`src/rtl/mult_pkg.sv`:
```
// ---------------------------------------------------------------------------
// mult_pkg
// Shared definitions for the shift-add multiplier and its push-button front
// end: FSM state encoding, default sizing constants and small elaboration-time
// helpers for register widths.
// No ports (package).
// ---------------------------------------------------------------------------
package mult_pkg;

   // Multiplier control states
   typedef enum logic [1:0] {
      IDLE = 2'd0,
      CALC = 2'd1,
      DONE = 2'd2
   } state_t;

   // Default operand width; the product (2*WIDTH) feeds an 8-bit display
   localparam int DEFAULT_WIDTH           = 4;

   // 10 ms of stable level at 100 MHz before a button change is accepted
   localparam int DEFAULT_DEBOUNCE_CYCLES = 1000000;

   // Metastability synchronizer depth for the raw button
   localparam int SYNC_STAGES             = 2;

   // Bits needed for the iteration index 0..w-1 (at least one bit)
   function automatic int iter_width(input int w);
      return (w > 1) ? $clog2(w) : 1;
   endfunction

   // Bits needed for the debounce counter 0..cycles-1 (at least one bit)
   function automatic int counter_width(input int cycles);
      return (cycles > 1) ? $clog2(cycles) : 1;
   endfunction

endpackage

```
`src/rtl/button_debounce.sv`:
```
// ---------------------------------------------------------------------------
// button_debounce
// Cleans up a raw, bouncing push-button: a synchronizer brings it into the
// clock_100Mhz domain, a stability counter accepts a level change only after
// DEBOUNCE_CYCLES consecutive clocks of disagreement, and an edge detector
// produces one pulse per accepted press.
//
// Ports:
//   clock_100Mhz  in   system clock
//   reset         in   synchronous, active-high
//   btn_raw       in   raw button, asynchronous, may bounce
//   btn_level     out  debounced button level
//   btn_rise      out  one-cycle pulse on a debounced rising edge
// ---------------------------------------------------------------------------
module button_debounce
   import mult_pkg::*;
#(
   parameter int DEBOUNCE_CYCLES = DEFAULT_DEBOUNCE_CYCLES
) (
   input  logic clock_100Mhz,
   input  logic reset,
   input  logic btn_raw,
   output logic btn_level,
   output logic btn_rise
);

   localparam int CNT_W = counter_width(DEBOUNCE_CYCLES);

   logic [SYNC_STAGES-1:0] sync_reg;
   logic [CNT_W-1:0]       cnt_reg;
   logic                   level_reg;
   logic                   level_prev_reg;
   logic                   synced;

   assign synced = sync_reg[SYNC_STAGES-1];

   always_ff @(posedge clock_100Mhz) begin
      if (reset) begin
         sync_reg       <= '0;
         cnt_reg        <= '0;
         level_reg      <= 1'b0;
         level_prev_reg <= 1'b0;
      end else begin
         sync_reg       <= {sync_reg[SYNC_STAGES-2:0], btn_raw};
         level_prev_reg <= level_reg;
         // Count only while the synchronized input disagrees with the accepted
         // level; any agreeing cycle restarts the window, so short glitches
         // never reach the flip threshold.
         if (synced != level_reg) begin
            if (cnt_reg == CNT_W'(DEBOUNCE_CYCLES - 1)) begin
               level_reg <= synced;
               cnt_reg   <= '0;
            end else begin
               cnt_reg <= cnt_reg + 1'b1;
            end
         end else begin
            cnt_reg <= '0;
         end
      end
   end

   assign btn_level = level_reg;
   assign btn_rise  = level_reg & ~level_prev_reg;

endmodule

```
`src/rtl/seq_shift_add_multiplier.sv`:
```
// ---------------------------------------------------------------------------
// seq_shift_add_multiplier
// Unsigned WIDTH x WIDTH multiplier started by a debounced push-button.
// One multiplier bit is consumed per clock (shift-add); the result is held in
// a register so the downstream seven-segment display keeps showing the last
// product between computations.
//
// Ports:
//   clock_100Mhz  in   system clock, 100 MHz
//   reset         in   synchronous, active-high
//   operand_a     in   multiplicand (slide switches, sampled at load only)
//   operand_b     in   multiplier   (slide switches, sampled at load only)
//   start_btn     in   raw push-button, may bounce
//   product       out  last completed product, registered
//   busy          out  high while the iteration is running
//   done          out  one-cycle pulse when product updates
// ---------------------------------------------------------------------------
module seq_shift_add_multiplier
   import mult_pkg::*;
#(
   parameter int WIDTH           = DEFAULT_WIDTH,
   parameter int DEBOUNCE_CYCLES = DEFAULT_DEBOUNCE_CYCLES
) (
   input  logic                 clock_100Mhz,
   input  logic                 reset,
   input  logic [WIDTH-1:0]     operand_a,
   input  logic [WIDTH-1:0]     operand_b,
   input  logic                 start_btn,
   output logic [2*WIDTH-1:0]   product,
   output logic                 busy,
   output logic                 done
);

   localparam int PW     = 2 * WIDTH;
   localparam int ITER_W = iter_width(WIDTH);

   state_t             state_reg;
   logic [PW-1:0]      mcand_reg;
   logic [PW-1:0]      acc_reg;
   logic [PW-1:0]      product_reg;
   logic [WIDTH-1:0]   mplier_reg;
   logic [ITER_W-1:0]  iter_reg;
   logic               busy_reg;
   logic               done_reg;

   logic               start_pulse;
   logic               btn_level_unused;
   logic [PW-1:0]      acc_next;
   logic               last_iter;

   button_debounce #(
      .DEBOUNCE_CYCLES (DEBOUNCE_CYCLES)
   ) u_debounce (
      .clock_100Mhz (clock_100Mhz),
      .reset        (reset),
      .btn_raw      (start_btn),
      .btn_level    (btn_level_unused),
      .btn_rise     (start_pulse)
   );

   // Accumulator value after this cycle's partial product; also the final
   // result on the last iteration, so the last add is not lost.
   assign acc_next  = mplier_reg[0] ? (acc_reg + mcand_reg) : acc_reg;
   assign last_iter = (iter_reg == ITER_W'(WIDTH - 1));

   always_ff @(posedge clock_100Mhz) begin
      if (reset) begin
         state_reg   <= IDLE;
         mcand_reg   <= '0;
         acc_reg     <= '0;
         product_reg <= '0;
         mplier_reg  <= '0;
         iter_reg    <= '0;
         busy_reg    <= 1'b0;
         done_reg    <= 1'b0;
      end else begin
         case (state_reg)
            IDLE: begin
               done_reg <= 1'b0;
               if (start_pulse) begin
                  // Operands are captured here only; later switch
                  // movement cannot disturb a running computation.
                  mcand_reg <= PW'(operand_a);
                  mplier_reg <= operand_b;
                  acc_reg    <= '0;
                  iter_reg   <= '0;
                  busy_reg   <= 1'b1;
                  state_reg  <= CALC;
               end
            end

            CALC: begin
               // start_pulse is deliberately not looked at here or in DONE.
               acc_reg    <= acc_next;
               mcand_reg  <= mcand_reg << 1;
               mplier_reg <= mplier_reg >> 1;
               iter_reg   <= iter_reg + 1'b1;
               if (last_iter) begin
                  product_reg <= acc_next;
                  busy_reg    <= 1'b0;
                  done_reg    <= 1'b1;
                  state_reg   <= DONE;
               end
            end

            DONE: begin
               done_reg  <= 1'b0;
               state_reg <= IDLE;
            end

            default: begin
               busy_reg  <= 1'b0;
               done_reg  <= 1'b0;
               state_reg <= IDLE;
            end
         endcase
      end
   end

   assign product = product_reg;
   assign busy    = busy_reg;
   assign done    = done_reg;

endmodule

```
`config.mk`:
```
export PLATFORM = sky130hd
export DESIGN_NAME = seq_shift_add_multiplier
export DESIGN_NICKNAME = d
export VERILOG_FILES = /design/src/rtl/mult_pkg.sv /design/src/rtl/button_debounce.sv /design/src/rtl/seq_shift_add_multiplier.sv
export SDC_FILE = /design/constraint.sdc
export NUM_CORES = 1
export LEC_CHECK = 0
export BUFFER_PORTS_ARGS = -buffer_cell sky130_fd_sc_hd__buf_2
export CAP_MARGIN = 20
export CORE_UTILIZATION = 45
export CTS_BUF_LIST = sky130_fd_sc_hd__clkbuf_4 sky130_fd_sc_hd__clkbuf_8
export CTS_CLUSTER_DIAMETER = 200
export DETAILED_ROUTE_END_ITERATION = 12
export GPL_TIMING_DRIVEN = 0
export SYNTH_ARGS = -nofsm -noshare
export SYNTH_HDL_FRONTEND = slang
export SYNTH_HIERARCHICAL = 1
export SYNTH_SLANG_ARGS = --single-unit
```
`constraint.sdc`:
```
create_clock -name clock_100Mhz -period 2.1 [get_ports clock_100Mhz]
set_clock_uncertainty 0.05 [all_clocks]
set_input_delay 0.21 -clock clock_100Mhz [delete_from_list [all_inputs] [get_ports clock_100Mhz]]
set_output_delay 0.21 -clock clock_100Mhz [all_outputs]
set_load 0.02 [all_outputs]
```
==> results of run 1 <==
==> per-layer routing <==
layer | vias to the layer above | share of wire [%] | routed length [um]
met5 | - | 0 | 0
met2 | 41 | 47 | 2960
li1 | 1235 | - | -
met4 | 0 | 2.2 | 140
met1 | 1122 | 47 | 2980
met3 | 12 | 3.3 | 208
==> per-stage QoR <==
stage / setup TNS, ps / setup WS [ps]
after floorplan: 0 / 13.2
after global placement: -1880 / -211
after detailed placement: -2010 / -190
after CTS: -75.0 / -75.0
after global routing: -132 / -42.8
final: 0 / 57.0
==> cell type report <==
cell class / count / area, sq um
buffer: 14 / 66.3
clock buffer: 12 / 159
clock inverter: 4 / 97.6
fill: 568 / 2530
inverter: 4 / 15.0
multi-input combinational: 245 / 1680
sequential: 58 / 1180
tap: 75 / 93.8
timing repair buffer: 26 / 145
==> worst max-delay path, stage by stage, from the launching register on <==
cell	delay (ps)
dfxtp_4	370
ha_4	160
nand2_2	80
or4b_4	520
buf_4	170
or4_1	490
a21oi_2	140
==> path summary, 6_finish.rpt <==
check / to / cells after the start / startpoint / slack [ps]
max: u_debounce/cnt_reg[18] / 6 / u_debounce/cnt_reg[0] / 60
min: u_debounce/sync_reg[0] / 2 / start_btn / 30
min reg2reg: u_debounce/cnt_reg[0] / 1 / u_debounce/cnt_reg[0] / 400
max reg2reg: u_debounce/cnt_reg[18] / 6 / u_debounce/cnt_reg[0] / 60
==> power by group through the flow <==
stage | registers, mW | logic (mW) | clock network [mW]
after floorplan | 1.13 | 0.0211 | 0
after global placement | 1.13 | 0.0446 | 0
after detailed placement | 1.13 | 0.0450 | 0
after CTS | 1.11 | 0.0454 | 1.34
after global routing | 1.10 | 0.0519 | 1.40
final | 1.10 | 0.0476 | 1.33
==> what timing repair did <==
item,4_1_cts,5_1_grt
hold endpoints to repair,0,0
gates resized for setup,9,26
buffers inserted,0,6
pin swaps,0,8
setup endpoints to repair,21,19
gates cloned,0,0
==> cell families after synthesis <==
logic type | count (synthesis)
flip-flops | 58
AO/OA/AOI/OAI | 75
AND/OR/NAND/NOR | 138
XOR/XNOR | 17
multiplexers | 5
adder cells (fa/ha/maj) | 10
buffers and inverters | 18
==> cell usage in the layout, fill, tap and decap left out, drive strengths merged, types with 3 or more instances in the layout <==
cell	instances
and2	4
nand3	10
a22oi	3
nor3	10
bufinv	3
mux2i	5
ha	9
a21o	3
or3	4
xnor2	8
nand2b	5
nor2b	4
dfxtp	58
o31ai	3
xor2	9
a311oi	4
nand4	6
nor2	55
a21oi	18
or4	3
and3	3
o21ai	17
buf	32
a22o	6
nand3b	3
a211oi	8
clkbuf	20
inv	4
nand2	18
a2bb2oi	3
==> metrics.md, run 1 <==
| Metric | Value |
|---|---|
| Net count after synthesis | `342` |
| Area of the die | `6540 sq um` |
| Residual DRC | `0` |
| Leak pwr | `1.22 nW` |
| Drt first pass iters | `4` |
| Min Clock Period, post-route | `2040 ps` |
| Final core occ | `57.6%` |
| Routed length per instance | `14.4 um` |
| PD cells | `725 nW/um^2` |
| Vias in the first global route | `2147` |
| Reg power frac | `44.4%` |
| F_max | `0.489 GHz` |
| CP Capture Type | `flip-flop` |
| Layout Cells excl Fill | `438` |
| WP data required | `2330 ps` |
| Max-cap viol count | `0` |
| Sequential-to-total area share from yosys stat | `41.5%` |
| Count of cell types in the netlist | `55` |
| I/O Buffers | `20` |
| Placed Cells | `416` |
| Dpl cell area | `2990 sq um` |
| Post-DRT Antenna Nets | `0` |
| Total GRT Usage | `20.2%` |
| Met2 usage | `33.9%` |
| CTS clk-pin slew, worst paths | `70 ps` |
| Drt via density | `5.50` |
| Initial antenna violation count | `0` |
| Largest family of logic cells by synthesized area | `simple AND/OR/NAND/NOR gates` |
| Syn. warnings | `6` |
| Remaining Overflow, GRT | `0` |
| Top cells by count, synth | `dfxtp_1, nor2_1, a21oi_1, nand2_1, o21ai_0` |
| Design Area, Final | `3430 sq um` |
| Synth Area in Simple Gates | `25.0%` |
| Worst EP arrival | `2270 ps` |
| DRT Wirelength | `6.29 mm` |
| Hold buffers post-CTS | `0` |
| Global-route wire length before repair | `9.82 mm` |
| Met1 Resource Use GR | `24.2%` |
| Max FFs per register | `20` |
| Compound-Gate Fraction of Synth Area | `18.9%` |
| Internal power | `1.99 mW` |
| Total power | `2.49 mW` |
| Clock network latency to the later pin of the worst-skew pair | `350 ps` |
| Portion of total power attributed to combinational logic | `1.9%` |
| Async set or reset register ratio after synthesis | `0%` |
| GRT busiest layer | `met2` |
| Hold Path Class | `input port to flip-flop` |
| Most common cell in the netlist | `dfxtp_1` |
| Clock Power Share | `53.7%` |
| Via count | `2410` |
| Xor/xnor share of the synthesized area | `5.32%` |
| Slew @ Worst Pin | `598 ps` |
| Row Count | `28` |
| Synth area leaders | `dfxtp_1, nor2_1, ha_1, a21oi_1, xor2_1` |
| Crit Path Category | `flip-flop to flip-flop` |
| RSZ-0062 raised after global routing | `yes` |
| Syn Area/Cell | `8.72 sq um` |
| Adder-cell share of the synthesized area | `4.74%` |
| GR Util met3 | `4.38%` |
| Sw power | `500 uW` |
| Mux share of post-synthesis cell area | `1.79%` |
| CTS tree | `yes` |
| Final setup vio count | `0` |
| # diodes | `0` |
| Synth area leader | `dfxtp_1` |
| Run status | `complete, no violations` |
| Seq cells post-synth | `58` |
| Clock sinks | `58` |
| Slew Limit Fails | `0` |
| Max FO, Critical Path | `7` |
| Cell area after synthesis | `2800 sq um` |
| Root buffer cell | `clkbuf_8` |
| H-tree depth | `3` |
| Max IR drop VDD | `0.445 mV` |
| Post-synth EDFFs | `0` |
| Post-synth top area share | `41.5%` |
| Placer Congestion | `0.809` |
| Switching Fraction | `20.1%` |
| Synth Instances | `321` |
| Clock buffer depth | `2` |
| Area Growth Syn to Fin | `22.5%` |
| Worst setup SP type | `flip-flop` |
| Io pins | `21` |
| Nets@finish | `379` |
| Initial Util | `47.0%` |
| Largest net degree at the start of global routing | `11` |
| Share of layout cells above drive strength 1 | `22.6%` |
| CTS Buf Count | `9` |
| Period Utilization, post-route | `97.3%` |
| Synth Flop Type | `dfxtp_1` |
| Core ar. | `5960 sq um` |
| Final hold violations | `0` |
| DP HPWL | `4.24 mm` |
| Initial DRC Count | `113` |
| Die Width | `80.9 um` |
| Slew margin rel. | `60.0%` |
| Hold Slack | `32.2 ps` |
| Die Y | `80.9 um` |
No activity file was read; power rests on OpenSTA's default activity.
==> run 2, diff against run 1 <==
--- a/config.mk
+++ b/config.mk
@@ -5,12 +5,12 @@
 export SDC_FILE = /design/constraint.sdc
 export NUM_CORES = 1
 export LEC_CHECK = 0
-export BUFFER_PORTS_ARGS = -buffer_cell sky130_fd_sc_hd__buf_2
 export CAP_MARGIN = 20
 export CORE_UTILIZATION = 45
 export CTS_BUF_LIST = sky130_fd_sc_hd__clkbuf_4 sky130_fd_sc_hd__clkbuf_8
 export CTS_CLUSTER_DIAMETER = 200
 export DETAILED_ROUTE_END_ITERATION = 12
+export DONT_BUFFER_PORTS = 1
 export GPL_TIMING_DRIVEN = 0
 export SYNTH_ARGS = -nofsm -noshare
 export SYNTH_HDL_FRONTEND = slang
==> run 2 against run 1 <==
  * Via count down 1.0%
  * Critical path depth unchanged
  * Worst hold slack better by 71 ps
  * First-iteration DRC count down 12%
  * Largest cell class unchanged
  * Global-route usage up 0.29 points
  * Largest power group unchanged
==> metrics.md, run 2 (synthesis results as in run 1) <==
| Metric | Value |
|---|---|
| Via count | `2386 (-1.0%)` |
| Initial DRC Count | `100 (-12%)` |
| Sw power | `474 uW (-5.2%)` |
| Largest net degree at the start of global routing | `11 (unchanged)` |
| Global-route wire length before repair | `9.94 mm (+1.3%)` |
| DP HPWL | `4.10 mm (-3.4%)` |
| Share of layout cells above drive strength 1 | `17.3% (-5.3 points)` |
| CTS clk-pin slew, worst paths | `60 ps (about the same)` |
| Sequential cell area | `1180 sq um (unchanged)` |
| Reg-to-Reg End | `u_debounce/cnt_reg[18]` |
| Run status | `complete, no violations` |
| R2R setup slack | `70 ps (about the same)` |
| Die Width | `80.9 um (unchanged)` |
| Dpl cell area | `2890 sq um (-3.3%)` |
| Filler cells | `554 (-2.5%)` |
| WP data required | `2320 ps (about the same)` |
| Core ar. | `5960 sq um (unchanged)` |
| Leak pwr | `1.13 nW (-6.8%)` |
| Area Growth Syn to Fin | `18.7%` |
| Remaining Overflow, GRT | `0 (unchanged)` |
| Portion of total power attributed to combinational logic | `1.8% (about the same)` |
| Design Area, Final | `3320 sq um (-3.1%)` |
| RSZ-0062 raised after global routing | `no` |
| Hold Path Stages | `3 (+1)` |
| Area of the die | `6540 sq um (unchanged)` |
| Max FFs per register | `20 (unchanged)` |
| Placed Cells | `396 (-4.8%)` |
| Reg power frac | `48.1% (+3.7 points)` |
| Row Count | `28 (unchanged)` |
| Io pins | `21 (unchanged)` |
| Multi-input logic area | `1650 sq um (-1.3%)` |
| F_max | `0.492 GHz (+0.56%)` |
| Hold Path Class | `input port to flip-flop` |
| CTS Buf Count | `9 (unchanged)` |
| Period Utilization, post-route | `96.7% (-0.55 points)` |
| Initial antenna violation count | `0 (unchanged)` |
| Clock Power Share | `50.1% (-3.6 points)` |
| Slew Limit Fails | `0 (unchanged)` |
| Internal power | `1.83 mW (-8.0%)` |
| Max IR drop VDD | `0.685 mV (+54%)` |
| Residual DRC | `0 (unchanged)` |
| Final setup vio count | `0 (unchanged)` |
| Total GRT Usage | `20.4% (+0.29 points)` |
| Clock sinks | `58 (unchanged)` |
| H-tree depth | `3 (unchanged)` |
| CP Capture Type | `flip-flop` |
| Crit Path Category | `flip-flop to flip-flop` |
| Slew @ Worst Pin | `580 ps (-18.7 ps)` |
| Switching Fraction | `20.6% (+0.48 points)` |
| Drt via density | `5.65 (+2.8%)` |
| CP startpoint | `u_debounce/cnt_reg[1]` |
| Post-DRT Antenna Nets | `0 (unchanged)` |
| Worst setup SP type | `flip-flop` |
| Reg-to-reg startpoint | `u_debounce/cnt_reg[1]` |
| Min Clock Period, post-route | `2030 ps (-11.4 ps)` |
| CTS tree | `yes` |
| I/O Buffers | `0 (-100%)` |
| PD cells | `693 nW/um^2 (-4.4%)` |
| Die Y | `80.9 um (unchanged)` |
| Vias in the first global route | `2141 (-0.28%)` |
| Max-cap viol count | `0 (unchanged)` |
| # diodes | `0 (unchanged)` |
| Placer Congestion | `0.783 (-3.2%)` |
| Routed length per instance | `14.9 um (+3.7%)` |
| Commonest non-fill, non-tap cell in the layout | `nor2_1` |
| Layout Cells excl Fill | `422 (-3.7%)` |
| Max FO, Critical Path | `7 (unchanged)` |
| Root buffer cell | `clkbuf_8` |
| DRT Wirelength | `6.29 mm (about the same)` |
| Worst EP arrival | `2250 ps (-20 ps)` |
| Drt first pass iters | `4 (unchanged)` |
| Worst hold path startpoint | `reset` |
| Final hold violations | `0 (unchanged)` |
| Initial Util | `47.0% (unchanged)` |
| Clock network latency to the later pin of the worst-skew pair | `340 ps (about the same)` |
| Clock buffer depth | `2 (unchanged)` |
| Commonest non-fill, non-tap cells in the layout | `nor2_1, dfxtp_1, nand2_1` |
| Slew margin rel. | `61.2% (+1.3 points)` |
| FF-to-FF path depth | `6 (unchanged)` |
| Nets@finish | `363 (-4.2%)` |
| Sink of the worst hold path | `u_debounce/cnt_reg[18]` |
-- run 2: cell count changes in the layout (fill, tap and decap cells not counted), sizes merged --
cell	change
bufinv	-1
buf	-21
clkbuf	-2
dlygate4sd3	+6
clkinv	+2
-- run 2: power by group through the flow --
stage               registers, mW  clock network [mW]  logic, mW
floorplan                    1.13                   0     0.0211
global placement             1.13                   0     0.0293
detailed placement           1.13                   0     0.0294
CTS                          1.11                1.18     0.0398
global route                 1.11                1.24     0.0464
finish                       1.11                1.15     0.0415
-- run 2: worst max-delay path, cell delays in order (launching register included) --
cell	delay, ps
dfxtp_4	380
ha_4	150
nand2_1	100
or4b_4	520
buf_4	170
or4_4	480
a21oi_2	120
-- run 2: per-layer routing --
metal  routed length, um  GRT usage [%]  share of wire [%]  vias up
met3                 197           6.74                3.1        5
li1                    -              -                  -     1203
met5                   0              0                  0        -
met4                  58           7.32               0.92        0
met2                3150           35.1                 50       39
met1                2880           23.6                 46     1139
-- run 2: final cells by class --
| type | instances | area share [%] |
|---|---|---|
| Clock inverter | 5 | 2.34 |
| Buffer | 13 | 1.88 |
| Inverter | 4 | 0.452 |
| Sequential cell | 58 | 35.4 |
| Clock buffer | 11 | 4.37 |
| Timing Repair Buffer | 11 | 2.94 |
| Tap cell | 75 | 2.82 |
| Multi-Input combinational cell | 245 | 49.8 |
-- run 2: how the worst max path moves through the flow --
stage | end | depth (start not counted)
4_1_cts | product[6] | 7
6_report | u_debounce/cnt_reg[18] | 6
2_1_floorplan | product[6] | 7
3_5_place_dp | product[6] | 7
3_3_place_gp | product[6] | 7
5_1_grt | u_debounce/cnt_reg[18] | 6
-- run 2: repair_timing --
| item | 4_1_cts | 5_1_grt |
|---|---|---|
| hold endpoints to repair | 9 | 0 |
| gates resized for setup | 9 | 23 |
| setup buffers | 0 | 5 |
| setup endpoints to repair | 26 | 29 |
| pin swaps | 0 | 12 |
| hold buffers | 6 | 0 |
-- run 2: metrics by stage --
stage / setup slack (ps) / setup TNS (ps) / util [%] / power [mW] / hold slack [ps]
floorplan: 13.2 / 0 / - / 1.16 / 229
CTS: -147 / -147 / 53.8 / 2.33 / 127
detailed placement: -175 / -2360 / 48.6 / 1.16 / 232
finish: 68.5 / 0 / 55.8 / 2.30 / 103
global route: 0.665 / 0 / 55.8 / 2.39 / 97.5
global placement: -191 / -1820 / 48.6 / 1.16 / 232
